<file path="config.mk">
export PLATFORM = sky130hd
export DESIGN_NAME = stage_sequencer
export DESIGN_NICKNAME = d
export VERILOG_FILES = /design/src/rtl/stage_sequencer_pkg.sv /design/src/rtl/sat_counter.sv /design/src/rtl/stage_sequencer.sv
export SDC_FILE = /design/constraint.sdc
export NUM_CORES = 1
export LEC_CHECK = 0
export CAP_MARGIN = 20
export CORE_MARGIN = 1
export CORE_UTILIZATION = 32
export CTS_BUF_LIST = sky130_fd_sc_hd__clkbuf_2
export DETAILED_ROUTE_END_ITERATION = 10
export DONT_BUFFER_PORTS = 1
export PLACE_DENSITY = 0.49
export SKIP_CTS_REPAIR_TIMING = 1
export SYNTH_ARGS = -nofsm -noshare
export SYNTH_HDL_FRONTEND = slang
export SYNTH_SLANG_ARGS = --single-unit
</file>
<file path="constraint.sdc">
create_clock -name clk -period 3.6 [get_ports clk]
set_clock_uncertainty 0.1 [all_clocks]
set_input_delay 0.54 -clock clk [delete_from_list [all_inputs] [get_ports clk]]
set_output_delay 0.54 -clock clk [all_outputs]
set_load 0.02 [all_outputs]
</file>
<file path="src/rtl/stage_sequencer_pkg.sv">
// -----------------------------------------------------------------------------
// stage_sequencer_pkg
// Shared definitions for the stage sequencer and the control unit it drives:
// the stage encoding (which is also the sequencer state encoding), the program
// memory geometry and a helper that recognises the final word of a load.
// -----------------------------------------------------------------------------
package stage_sequencer_pkg;

    localparam int PMEM_AW = 8;    // program memory address width
    localparam int IW      = 12;   // instruction word width
    localparam int ICNT_W  = 16;   // executed-instruction counter width

    // Stage encoding seen by the control unit; the sequencer state register
    // uses exactly this encoding so that `stage` is a plain register output.
    typedef enum logic [1:0] {
        STAGE_LOAD    = 2'b00,
        STAGE_FETCH   = 2'b01,
        STAGE_DECODE  = 2'b10,
        STAGE_EXECUTE = 2'b11
    } stage_t;

    localparam logic [PMEM_AW-1:0] PMEM_TOP_ADDR = {PMEM_AW{1'b1}};

    // A load ends either on an explicitly tagged last word or when the word
    // lands in the top memory location (the memory is then full).
    function automatic logic is_final_word(input logic                 last,
                                           input logic [PMEM_AW-1:0]   addr);
        return last | (addr == PMEM_TOP_ADDR);
    endfunction

endpackage

</file>
<file path="src/rtl/sat_counter.sv">
// -----------------------------------------------------------------------------
// sat_counter
// Parameterised saturating up-counter with enable and synchronous clear.
//   clk   : rising-edge clock
//   rst_n : synchronous active-low reset (count -> 0)
//   clr   : synchronous clear, wins over enable
//   en    : count up by one this cycle unless already at all-ones
//   count : registered count value
// -----------------------------------------------------------------------------
module sat_counter #(
    parameter int WIDTH = 16
) (
    input  logic             clk,
    input  logic             rst_n,
    input  logic             clr,
    input  logic             en,
    output logic [WIDTH-1:0] count
);

    localparam logic [WIDTH-1:0] CNT_MAX = {WIDTH{1'b1}};
    localparam logic [WIDTH-1:0] CNT_ONE = {{(WIDTH-1){1'b0}}, 1'b1};

    logic [WIDTH-1:0] count_r;

    // Count register: reset, then clear, then saturating increment.
    always_ff @(posedge clk) begin
        if (!rst_n) begin
            count_r <= {WIDTH{1'b0}};
        end else if (clr) begin
            count_r <= {WIDTH{1'b0}};
        end else if (en && (count_r != CNT_MAX)) begin
            count_r <= count_r + CNT_ONE;
        end else begin
            count_r <= count_r;
        end
    end

    assign count = count_r;

endmodule

</file>
<file path="src/rtl/stage_sequencer.sv">
// -----------------------------------------------------------------------------
// stage_sequencer
// Sequences a small processor through program load and the three-stage
// FETCH -> DECODE -> EXECUTE instruction cycle.
//   clk         : clock, all state changes on the rising edge
//   rst_n       : synchronous active-low reset
//   run_en      : free-running execution when 1
//   step        : pulse; grants one instruction while run_en = 0
//   reload      : return to program load (clears load address, credit, count)
//   load_valid  : loader word valid
//   load_data   : instruction word to store
//   load_last   : marks the final word of the program
//   load_ready  : a word is accepted this cycle when load_valid is also 1
//   pmem_we     : program memory write strobe (same cycle as acceptance)
//   pmem_addr   : program memory address (the load counter)
//   pmem_wdata  : program memory write data
//   stage       : current stage, LOAD=00 FETCH=01 DECODE=10 EXECUTE=11
//   core_clr    : one-cycle pulse on entry to FETCH from LOAD
//   instr_count : saturating count of EXECUTE cycles
// -----------------------------------------------------------------------------
module stage_sequencer
    import stage_sequencer_pkg::*;
(
    input  logic               clk,
    input  logic               rst_n,
    input  logic               run_en,
    input  logic               step,
    input  logic               reload,
    input  logic               load_valid,
    input  logic [IW-1:0]      load_data,
    input  logic               load_last,
    output logic               load_ready,
    output logic               pmem_we,
    output logic [PMEM_AW-1:0] pmem_addr,
    output logic [IW-1:0]      pmem_wdata,
    output logic [1:0]         stage,
    output logic               core_clr,
    output logic [ICNT_W-1:0]  instr_count
);

    localparam logic [PMEM_AW-1:0] LOAD_CNT_ONE = {{(PMEM_AW-1){1'b0}}, 1'b1};

    stage_t              state_r;
    stage_t              state_next_s;
    logic [PMEM_AW-1:0]  load_cnt_r;
    logic [PMEM_AW-1:0]  load_cnt_next_s;
    logic                credit_r;
    logic                credit_next_s;
    logic                core_clr_r;
    logic                core_clr_next_s;

    logic                is_load_s;
    logic                load_ready_s;
    logic                accept_s;
    logic                reload_exit_s;
    logic                fetch_adv_s;
    logic                icnt_en_s;

    // Handshake and transition qualifiers derived from the current state.
    always_comb begin
        is_load_s     = (state_r == STAGE_LOAD);
        // Reload in LOAD blocks acceptance so it wins over a simultaneous word.
        load_ready_s  = is_load_s & ~reload;
        accept_s      = load_ready_s & load_valid;
        // Reload outside LOAD aborts execution; EXECUTE still completes its
        // cycle because stage is registered and only the next state changes.
        reload_exit_s = reload & ~is_load_s;
        fetch_adv_s   = (state_r == STAGE_FETCH) & ~reload & (run_en | credit_r);
        icnt_en_s     = (state_r == STAGE_EXECUTE);
    end

    // Next-state logic for the stage FSM.
    always_comb begin
        state_next_s = state_r;
        case (state_r)
            STAGE_LOAD: begin
                if (accept_s && is_final_word(load_last, load_cnt_r)) begin
                    state_next_s = STAGE_FETCH;
                end else begin
                    state_next_s = STAGE_LOAD;
                end
            end
            STAGE_FETCH: begin
                if (reload) begin
                    state_next_s = STAGE_LOAD;
                end else if (run_en || credit_r) begin
                    state_next_s = STAGE_DECODE;
                end else begin
                    state_next_s = STAGE_FETCH;
                end
            end
            STAGE_DECODE: begin
                if (reload) begin
                    state_next_s = STAGE_LOAD;
                end else begin
                    state_next_s = STAGE_EXECUTE;
                end
            end
            STAGE_EXECUTE: begin
                if (reload) begin
                    state_next_s = STAGE_LOAD;
                end else begin
                    state_next_s = STAGE_FETCH;
                end
            end
            default: begin
                state_next_s = STAGE_LOAD;
            end
        endcase
    end

    // Load counter: cleared by reload in any state, holds at the top address
    // so it never wraps back onto word 0.
    always_comb begin
        load_cnt_next_s = load_cnt_r;
        if (reload) begin
            load_cnt_next_s = {PMEM_AW{1'b0}};
        end else if (accept_s && (load_cnt_r != PMEM_TOP_ADDR)) begin
            load_cnt_next_s = load_cnt_r + LOAD_CNT_ONE;
        end else begin
            load_cnt_next_s = load_cnt_r;
        end
    end

    // Step credit: consumption on FETCH->DECODE wins over a coincident step,
    // so back-to-back pulses while waiting in FETCH grant a single pass.
    always_comb begin
        credit_next_s = credit_r;
        if (reload_exit_s) begin
            credit_next_s = 1'b0;
        end else if (fetch_adv_s) begin
            credit_next_s = 1'b0;
        end else if (step && !run_en) begin
            credit_next_s = 1'b1;
        end else begin
            credit_next_s = credit_r;
        end
    end

    // core_clr fires in the first FETCH cycle after the load completes.
    always_comb begin
        core_clr_next_s = 1'b0;
        if (accept_s) begin
            core_clr_next_s = is_final_word(load_last, load_cnt_r);
        end else begin
            core_clr_next_s = 1'b0;
        end
    end

    // Sequencer state registers with synchronous reset.
    always_ff @(posedge clk) begin
        if (!rst_n) begin
            state_r    <= STAGE_LOAD;
            load_cnt_r <= {PMEM_AW{1'b0}};
            credit_r   <= 1'b0;
            core_clr_r <= 1'b0;
        end else begin
            state_r    <= state_next_s;
            load_cnt_r <= load_cnt_next_s;
            credit_r   <= credit_next_s;
            core_clr_r <= core_clr_next_s;
        end
    end

    sat_counter #(
        .WIDTH (ICNT_W)
    ) u_instr_cnt (
        .clk   (clk),
        .rst_n (rst_n),
        .clr   (reload_exit_s),
        .en    (icnt_en_s),
        .count (instr_count)
    );

    assign stage      = state_r;
    assign load_ready = load_ready_s;
    assign pmem_we    = accept_s;
    assign pmem_addr  = load_cnt_r;
    assign pmem_wdata = accept_s ? load_data : {IW{1'b0}};
    assign core_clr   = core_clr_r;

endmodule

</file>
Yosys cells after proc, flatten, opt, wreduce, memory -nomap -nowiden --
Index checks and enable logic that the tools add are counted.
Word-level totals: output and inout port bits 41, memories kept 0, bits in latches 0, memory bits (writable) 0, logic and storage cells 41, memory bits (read-only) 0, flip-flop bits (word level) 28, bits of input ports 19
Operators by class: shift operators 0, magnitude comparators 0, divide/modulo/power cells 0, $mul 0, mux-type cells 7, equal/unequal tests 6, reduce and logical (&&, ||, !) cells 11, $add $sub $neg 2, bitwise operators 10
Operators with widths (number):
- 16-bit by 1-bit adder with 16-bit output, second input constant | 1
- 16-bit != test, second input constant | 1
- 12-bit 2-to-1 mux | 1
- 8-bit by 1-bit adder with 8-bit output, second input constant | 1
- 8-bit == test, second input constant | 1
- 8-bit != test, second input constant | 1
- 2-bit one-hot mux with 4 select lines | 1
- 2-bit 2-to-1 mux | 3
- 1-bit bitwise AND | 5
- 2-bit == test, second input constant | 2
- 1-bit logical AND | 4
- 2-bit OR reduction | 2
- 1-bit inverter | 3
- 3-bit OR reduction | 1
- 2-bit by 1-bit == test with 1-bit output, second input constant | 1
- 2-bit zero test | 1
- 1-bit 2-to-1 mux | 2
- 1-bit OR | 2
- 2-bit AND reduction | 1
- 1-bit zero test | 1
- 1-bit logical OR | 1

Longest topological paths before layout --
Gate-level depths: netlist of run 1.
depth after elaboration 6, depth in mapped cells 6

Cells and area by module --
Synthesis of run 1 repeated with hierarchy kept, for this count alone.
Unflattened totals: cells, all modules 173, area total of the unflattened synthesis 1571.5 um^2
Modules (own cells, without submodules):
- sat_counter | area each 864.6 um^2, seq. area each 320.3 um^2, cells an instance 91, times used 1
- stage_sequencer | area each 706.9 um^2, seq. area each 240.2 um^2, cells an instance 82, times used 1

Worst setup path after synthesis of run 1 --
No wires, ideal clock.
kind register to output, start point reg state_r[1], in the netlist stage[1], end point out pmem_wdata[10], arrival time 1.622 ns, slack 1.338 ns, stages on the path, launching flop included 5, cell sequence dfxtp_1 > clkbuf_1 > nor4b_1 > clkbuf_1 > and2_1
Between the ends: cells in the longest elaborated chain, start to end 4
RTL lines:
- start, declared | RTL line stage_sequencer.sv:43 | stage_t state_r;
- start signal, assigned | RTL line stage_sequencer.sv:158 | state_r <= state_next_s;
- 2-bit zero test | RTL line stage_sequencer.sv:61 | is_load_s = (state_r == STAGE_LOAD);
- 1-bit bitwise AND | RTL line stage_sequencer.sv:63 | load_ready_s = is_load_s & ~reload;
- 1-bit bitwise AND | RTL line stage_sequencer.sv:64 | accept_s = load_ready_s & load_valid;
- named net pmem_we | RTL line stage_sequencer.sv:33 | output logic pmem_we,
- 12-bit 2-to-1 mux | RTL line stage_sequencer.sv:179 | assign pmem_wdata = accept_s ? load_data : {IW{1'b0}};
- end, declared | RTL line stage_sequencer.sv:35 | output logic [IW-1:0] pmem_wdata,
The timed path passes the listed nets, and every way through them passes these cells.

Final worst setup path of run 1 --
start point reg state_r[1], in the netlist stage[1], end point out pmem_wdata[7]
Same word-level chain as after synthesis.

==> reports/metrics.cfg, run 1 <==
[final_layout]
multi_input_area_um2 = 902
area_growth_pct = 4.35
drive_above_1_share_pct = 7.82
layout.cells.non_filler = 231
mostFrequentLayoutCell = dfxtp_1
nFillCells = 460
utilization_pct = 35.6
register_area_um2 = 561
diodes = 0
most-common-layout-cells = dfxtp_1 (28), nor2_1 (15), and2_1 (14)
nets = 202

[yosys]
syn_avg_cell_area_um2 = 8.47
synthSimpleGateAreaFrac_pct = 34.4
synthAdderAreaFrac_pct = 1.64
synth_mux_area_share_pct = 2.63
ys_seq_area_share_pct = 36.8
yosys_warnings = 0
synth-seq-cells = 28
synth_top_family_by_area = simple AND/OR/NAND/NOR gates
synth_compound_area_share_pct = 16.1
synth_xor_area_share_pct = 4.02
synthCells = 180
synth.distinct_cells = 40
syn_area_mm2 = 0.00153
syn_nets = 201

[placement]
dp_worst_setup_slack_ns = 1.49
dp_cells = 228
dp_hpwl_um = 2740
place_congestion = 0.780
io_buffers = 0

[floorplan]
initial_utilization_pct = 34.1
io_pins = 60
dieWidth_um = 71.0
design.core.area_mm2 = 0.00447
rows = 24
die_height_um = 71.0
design.die.area_mm2 = 0.00505

[power_and_ir_drop]
p_leak_uw = 0.000523
power.share.clock_pct = 24.5
p_int_uw = 347
seq_power_share_pct = 67.9
swShare_pct = 26.0
power_switching_uw = 122
vdd.ir_drop.worst_mv = 0.169
combPwrFrac_pct = 7.7
powerDensity_mw_per_mm2 = 295

[global_route]
antenna_found_initial = 0
grt_pass1_wl_um = 5920
grt_max_degree = 15
grt_use_total_pct = 14.4
overflow = 0
grt_pass1_vias = 1297

[critical_path]
crit_arrival_ns = 1.76
cp_data_required_time_ns = 2.96
reg2reg_slack_ns = 1.45
crit_fanout = 12
start_kind = register
critPathCaptureType = primary output
critPathKind = reg2out

[route]
ant_nets = 0
drt_iter0_markers = 102
drc = 4
via_per_inst = 5.90
num_vias = 1364
drt-pass1-iter-count = 9
detail_route.wl_per_cell_um = 15.7
drt_wl_total_um = 3620

[clocking]
insertion_delay_ns = 0.36
htreeDepth = 1
clockBufferDepth = 2
cts-root-buf = clkbuf_2
cts_tree = done
cts_buffers = 3
clk_pin_slew_worst_paths_ns = 0.25
clkSinkCount = 28

[timing]
max_freq_mhz = 416
slew_viol_final = 0
hold_viol_final = 0
fin_ws_ns = 1.20
worst_hold_slack_ns = 0.189
slew_headroom_pct = 58.1
period_needed_ns = 2.40
worstMarginPinSlew_ns = 0.626
post-route-period-util_pct = 66.7
setup_viol = 0
rsz0062_at_grt = no
finalSetupTns_ns = 0

[run]
cap_violations = 0

[min_path]
worstHoldPathType = in2reg

[status]
status = complete, but fails checks
violations = DRC

routing by layer:
| metal | share of wire [%] | global-route usage [%] |
|---|---|---|
| met1 | 45 | 18.3 |
| met2 | 46 | 24.6 |
| met3 | 8.8 | 4.99 |
| met4 | 0.22 | 1.33 |
| met5 | 0 | 0 |
cells by family after synthesis:
family                     Yosys count
muxes                                4
adders and majority gates            2
buffers and inverters               14
xor gates and xnor gates             7
AOI/OAI and AO/OA                   36
DFF                                 28
and+or+nand+nor                     89
cell type report:
cell class | instances | share of cell area, %
Sequential cell | 28 | 35.2
Tap cell | 52 | 4.09
Inverter | 7 | 1.65
Clock buffer | 3 | 0.943
Timing Repair Buffer | 3 | 1.42
Multi-Input combinational cell | 138 | 56.7
power groups by stage:
stage | combinational (uW) | clock [uW] | sequential [uW]
CTS | 36.5 | 122 | 318
detailed placement | 36.2 | 0 | 324
global route | 39.3 | 136 | 319
floorplan | 33.1 | 0 | 322
global placement | 36.5 | 0 | 324
finish | 36.0 | 115 | 318
synth_stat cells, drive strengths merged:
cell | n | share of area, %
and4 | 1 | 0.57
nand3 | 8 | 3.4
clkbuf | 4 | 1.6
o31ai | 5 | 2.5
o2111ai | 3 | 1.7
buf | 3 | 1.1
o211ai | 2 | 0.98
a31oi | 2 | 0.82
or3 | 4 | 1.6
xor2 | 7 | 4.0
nor2 | 15 | 3.7
or4 | 7 | 3.9
o21bai | 1 | 0.49
nand2 | 9 | 2.2
o41ai | 2 | 1.1
nor3 | 5 | 1.6
nand4 | 7 | 2.9
a21oi | 10 | 3.3
o311ai | 2 | 1.1
or2b | 1 | 0.57
dfxtp | 28 | 37
nor4 | 5 | 2.1
a311oi | 1 | 0.57
o211a | 2 | 1.3
and3 | 6 | 2.6
nand2b | 3 | 1.2
ha | 2 | 1.6
mux2i | 4 | 2.6
o21ai | 5 | 1.6
o21a | 1 | 0.49
inv | 7 | 1.7
nand3b | 1 | 0.49
and2 | 14 | 5.7
nor4b | 3 | 1.7
critical path: stages (launching register included):
cell	delay (ns)
dfxtp_1	0.54
nor4b_2	0.37
buf_4	0.23
and2_1	0.27
path summary, 6_finish.rpt:
path                         from                   end  cells after the start
max                      stage[1]         pmem_wdata[7]                      3
min                         rst_n              core_clr                      1
max reg2reg  u_instr_cnt.count[0]  u_instr_cnt.count[8]                      5
min reg2reg              credit_r              credit_r                      1
flip-flops by register name, indices dropped and copies added (netlist names):
signal and cells:
pmem_addr 8, credit_r 1, core_clr 1, u_instr_cnt.count 16
stage 2
stage by stage:
stage	area, um2	total power (uW)
5_1_grt	1590	494
3_5_place_dp	1580	360
6_report	1590	469
2_1_floorplan	1530	355
3_3_place_gp	1580	360
4_1_cts	1590	477
Power figures use the tool's default switching activity.
==> run 2: changes to the inputs <==
--- a/config.mk
+++ b/config.mk
@@ -11,7 +11,7 @@
 export CTS_BUF_LIST = sky130_fd_sc_hd__clkbuf_2
 export DETAILED_ROUTE_END_ITERATION = 10
 export DONT_BUFFER_PORTS = 1
-export PLACE_DENSITY = 0.49
+export PLACE_DENSITY = 0.5
 export SKIP_CTS_REPAIR_TIMING = 1
 export SYNTH_ARGS = -nofsm -noshare
 export SYNTH_HDL_FRONTEND = slang
==> constraint.sdc (replaced) <==
create_clock -name clk -period 2.2 [get_ports clk]
set_clock_uncertainty 0.1 [all_clocks]
set_input_delay 0.33 -clock clk [delete_from_list [all_inputs] [get_ports clk]]
set_output_delay 0.33 -clock clk [all_outputs]
set_load 0.02 [all_outputs]
==> run 2 against run 1 <==
  * The run still ends with DRC left
  * Flip-flop and latch count is the same
  * Non-clock buffer count grew 26
  * Critical path depth grew 1
  * Via count grew 6.3%
  * Clock-buffer cell count is the same
  * Die area is the same
  * Critical path type unchanged
  * Largest power group unchanged
  * Highest routed layer unchanged
==> reports/metrics.cfg, run 2 (synthesized netlist as in run 1, its figures left out) <==
[status]
status = complete, but fails checks
violations = DRC

[critical_path]
critPathMaxStageDelay_ns = 0.41  ; -0.13 ns
crit_fanout = 7  ; -5
cp_data_required_time_ns = 1.77  ; -1.19 ns
start_kind = register
crit_arrival_ns = 1.67  ; -0.09 ns
critPathCaptureType = primary output
critPathKind = reg2out
crit_family = simple AND/OR/NAND/NOR gates
critical_path.cell_chain = buf_8 > nor4b_4 > buf_6 > and2_4
crit_path_top_delay_cell = dfxtp_4
path_buf_inv = 2  ; +1

[clocking]
cts_tree = done
clockBufferDepth = 2  ; unchanged
insertion_delay_ns = 0.36  ; about the same
cts_buffers = 3  ; unchanged
cts-root-buf = clkbuf_2
htreeDepth = 1  ; unchanged
clk_pin_slew_worst_paths_ns = 0.26  ; about the same
clkSinkCount = 28  ; unchanged

[floorplan]
dieWidth_um = 71.0  ; unchanged
design.die.area_mm2 = 0.00505  ; unchanged
design.core.area_mm2 = 0.00447  ; unchanged
io_pins = 60  ; unchanged
rows = 24  ; unchanged
die_height_um = 71.0  ; unchanged
initial_utilization_pct = 34.1  ; unchanged

[timing]
finalSetupTns_ns = 0  ; unchanged
slew_headroom_pct = 56.7  ; -1.4 points
post-route-period-util_pct = 95.6
hold_viol_final = 0  ; unchanged
max_freq_mhz = 475
worstMarginPinSlew_ns = 0.644  ; +0.0185 ns
setup_viol = 0  ; unchanged
period_needed_ns = 2.10
rsz0062_at_grt = yes
slew_viol_final = 0  ; unchanged

[route]
drt-pass1-iter-count = 7  ; -2
num_vias = 1450  ; +6.3%
drt_iter0_markers = 69  ; -32%
via_per_inst = 5.64  ; -4.4%
ant_nets = 0  ; unchanged
drc = 2  ; -2
detail_route.wl_per_cell_um = 15.3  ; -2.2%
drt_wl_total_um = 3940  ; +8.8%

[final_layout]
mostFrequentLayoutCell = dfxtp_1
drive_above_1_share_pct = 24.9  ; +17 points
diodes = 0  ; unchanged
nets = 228  ; +13%
nFillCells = 471  ; +2.4%
most-common-layout-cells = dfxtp_1 (26), buf_4 (23), nor2_1 (15)
largest_reg_flops = 16  ; unchanged
layout.cells.non_filler = 257  ; +11%
area_growth_pct = 21.4

[global_route]
overflow = 0  ; unchanged
grt_pass1_wl_um = 5840  ; -1.4%
grt_pass1_vias = 1269  ; -2.2%
antenna_found_initial = 0  ; unchanged
grt_use_total_pct = 14.5  ; +0.047 points
grt_max_degree = 22  ; +7

[placement]
io_buffers = 0  ; unchanged
place_congestion = 0.868  ; +11%
dp_cells = 245  ; +7.5%
dp_hpwl_um = 2930  ; +7.0%

[run]
cap_violations = 0  ; unchanged

[min_path]
worstHoldPathType = in2reg

[power_and_ir_drop]
powerDensity_mw_per_mm2 = 428  ; +45%
p_leak_uw = 0.000687  ; +31%
vdd.ir_drop.worst_mv = 0.205  ; +21%

[run 2: cell count changes in the layout (fill, tap and decap cells not counted)]
cell,change
nor4b_4,+1
and2_4,+11
buf_4,+20
buf_6,+2
dfxtp_4,+1
dfxtp_1,-2
buf_8,+1
and2_1,-12
nor4b_2,-1
and2_2,+1
dlygate4sd3_1,+3
dfxtp_2,+1
[run 2: cell type report]
cell class	instances	area (um2)	area share, %
clock buffer	3	15.0	0.811
inverter	7	26.3	1.42
multi-input combinational	138	940	50.7
sequential	28	566	30.5
tap	52	65.1	3.51
timing repair buffer	29	240	13.0
[run 2: metal layers]
metal  share of wire, %  routed length, um  vias up  track usage, %
met1                 45               1760      687            16.2
met3                5.7                224        2            5.70
li1                   -                  -      727               -
met2                 49               1940       34            25.6
met5                  0                  0        -               0
met4               0.43                 17        0            3.56
[run 2: report_power, final]
part | total, uW | internal (uW) | switching [uW]
Sequential | 515 | 512 | 3.52
Combinational | 92.9 | 41.1 | 51.8
Clock | 184 | 37.0 | 147
[run 2: worst reg2reg max path, stage by stage, from the launching register on]
cell           delay, ns
dfxtp_4             0.41
buf_8               0.14
nor4b_4             0.38
buf_6               0.17
buf_4               0.10
o211a_1             0.14
dlygate4sd3_1       0.54
[run 2: through the flow]
step	area, um2	utilization (%)	power (uW)	hold slack [ns]	setup slack, ns
3_5_place_dp	1700	38.1	594	0.371	0.244
4_1_cts	1720	38.4	786	-0.0388	-0.0651
5_1_grt	1850	41.4	837	0.00186	-0.0260
2_1_floorplan	1530	-	581	0.347	0.148
3_3_place_gp	1700	38.1	594	0.363	0.289
6_report	1850	41.4	792	0.0422	0.0960
[run 2: path summary, 6_finish.rpt]
check             slack (ns)            end  startpoint  cells past startpoint
setup / recovery         0.1  pmem_wdata[8]    stage[1]                      4
hold / removal          0.04       credit_r        step                      2
setup reg to reg        0.19       core_clr    stage[1]                      6
hold reg to reg         0.40       credit_r    credit_r                      1
==> run 3: changes to the inputs <==
--- a/config.mk
+++ b/config.mk
@@ -11,7 +11,7 @@
 export CTS_BUF_LIST = sky130_fd_sc_hd__clkbuf_2
 export DETAILED_ROUTE_END_ITERATION = 10
 export DONT_BUFFER_PORTS = 1
-export PLACE_DENSITY = 0.5
+export SETUP_SLACK_MARGIN = 0.4
 export SKIP_CTS_REPAIR_TIMING = 1
 export SYNTH_ARGS = -nofsm -noshare
 export SYNTH_HDL_FRONTEND = slang
==> run 3 against run 2 <==
  * The flow still finishes with violations (DRC)
  * Hold slack worse by 0.0062 ns
  * Register-to-register slack improved by 0.23 ns
  * Fmax rose by 5.2%
  * Routed wire length increased by 4.0%
  * Setup slack better by 0.10 ns
  * Clock power up 5%
  * Sequential power down 3%
  * Die area stayed put
  * Clock-buffer cell count unchanged
  * Final cell count rose by 2.7%
  * Cell area grew 9.3%
  * Combinational power fell by 7.2%
==> reports/metrics.cfg, run 3 (synthesized netlist as in run 1, its figures left out) <==
[status]
status = complete, but fails checks
violations = DRC

[final_layout]
nets = 234  ; +2.6%
diodes = 0  ; unchanged
most-common-layout-cells = buf_4 (30), nor2_1 (15), dfxtp_4 (13)
mostFrequentLayoutCell = buf_4
drive_above_1_share_pct = 40.6  ; +16 points
area_growth_pct = 32.7
layout.cells.non_filler = 264  ; +2.7%
largest_reg_flops = 16  ; unchanged

[placement]
place_congestion = 0.891  ; +2.7%
dp_worst_setup_slack_ns = 0.253  ; +0.00869 ns
io_buffers = 0  ; unchanged
dp_cells = 244  ; -0.41%
dp_hpwl_um = 2710  ; -7.6%

[timing]
period_needed_ns = 2.00  ; -0.105 ns
finalSetupTns_ns = 0  ; unchanged
slew_viol_final = 0  ; unchanged
post-route-period-util_pct = 90.9  ; -4.8 points
worstMarginPinSlew_ns = 0.406  ; -0.238 ns
setup_viol = 0  ; unchanged
hold_viol_final = 0  ; unchanged
fin_ws_ns = 0.201  ; +0.105 ns
max_freq_mhz = 500  ; +5.2%
rsz0062_at_grt = yes
slew_headroom_pct = 72.9  ; +16 points
worst_hold_slack_ns = 0.0361  ; -0.00618 ns

[global_route]
overflow = 0  ; unchanged
grt_pass1_wl_um = 6090  ; +4.4%
met2_usage_pct = 23.5  ; -2.1 points
grt_max_degree = 22  ; unchanged
met1_usage_pct = 19.3  ; +3.0 points
top_usage_layer = met2
grt_use_total_pct = 14.7  ; +0.27 points
antenna_found_initial = 0  ; unchanged
grt_pass1_vias = 1261  ; -0.63%
use_met3_pct = 6.13  ; +0.43 points

[critical_path]
crit_fanout = 10  ; +3
crit_family = buffers and inverters
critPathMaxStageDelay_ns = 0.39  ; -0.02 ns
crit_path_top_delay_cell = dfxtp_2
cp_data_required_time_ns = 1.77  ; about the same
crit_start = stage[0]
reg2reg_slack_ns = 0.42  ; +0.23 ns
critPathCaptureType = primary output
crit_arrival_ns = 1.57  ; -0.10 ns
rr_worst_depth = 9  ; +3
reg2reg_from = stage[0]
timing.rr.end = pmem_addr[6]
critPathKind = reg2out
start_kind = register
critical_path.cell_chain = buf_8 > nor4b_4 > buf_4 > buf_6 > and2_4
path_buf_inv = 3  ; +1

[power_and_ir_drop]
powerDensity_mw_per_mm2 = 386  ; -9.9%
vdd.ir_drop.worst_mv = 0.359  ; +75%
total_power_uw = 781  ; -1.5%
p_leak_uw = 0.000724  ; +5.5%

[route]
drt_wl_total_um = 4100  ; +4.0%
detail_route.wl_per_cell_um = 15.5  ; +1.3%
num_vias = 1485  ; +2.4%
ant_nets = 0  ; unchanged
drc = 2  ; unchanged
drt_iter0_markers = 107  ; +55%
drt-pass1-iter-count = 9  ; +2
via_per_inst = 5.63  ; -0.30%

[floorplan]
die_height_um = 71.0  ; unchanged
design.core.area_mm2 = 0.00447  ; unchanged
design.die.area_mm2 = 0.00505  ; unchanged
initial_utilization_pct = 34.1  ; unchanged
dieWidth_um = 71.0  ; unchanged
io_pins = 60  ; unchanged
rows = 24  ; unchanged

[clocking]
cts_tree = done
cts_buffers = 3  ; unchanged
clk_pin_slew_worst_paths_ns = 0.25  ; about the same
clkSinkCount = 28  ; unchanged
insertion_delay_ns = 0.37  ; about the same
htreeDepth = 1  ; unchanged
cts-root-buf = clkbuf_2
clockBufferDepth = 2  ; unchanged

[min_path]
worstHoldPathType = in2reg
hold_path_depth = 1  ; -1
hold_start = load_last
hold_path_end = core_clr

[run]
cap_violations = 0  ; unchanged

==> run 3: final cells by class <==
| cell class | instances | area [um2] |
|---|---|---|
| tap | 52 | 65.1 |
| sequential | 28 | 613 |
| clock inverter | 1 | 3.75 |
| multi-input combinational | 138 | 1020 |
| timing repair buffer | 35 | 283 |
| inverter | 7 | 26.3 |
| fill | 458 | 2450 |
| clock buffer | 3 | 15.0 |
==> run 3: how the worst max path moves through the flow <==
stage	cells after the start	slack (ns)	end
2_1_floorplan	4	0.39	pmem_wdata[10]
3_3_place_gp	5	0.28	u_instr_cnt.count[8]
3_5_place_dp	5	0.25	u_instr_cnt.count[8]
4_1_cts	4	0.06	pmem_wdata[0]
5_1_grt	5	0.08	pmem_wdata[8]
6_report	5	0.20	pmem_wdata[8]
==> run 3: per-layer routing <==
metal,routed length (um),vias to the layer above,part of all wire [%]
met5,0,-,0
li1,-,739,-
met3,266,2,6.5
met1,1770,689,43
met2,2050,55,50
met4,12,0,0.29
==> run 3: power breakdown <==
part / internal [uW] / total, uW / switching, uW
Combinational: 35.7 / 86.2 / 50.5
Clock: 39.5 / 194 / 155
Sequential: 497 / 500 / 3.76
==> run 3: stage by stage <==
step,area (um2),utilization (%)
4_1_cts,1740,39.0
6_report,2020,45.2
5_1_grt,2020,45.2
2_1_floorplan,1560,-
3_3_place_gp,1730,38.6
3_5_place_dp,1730,38.6
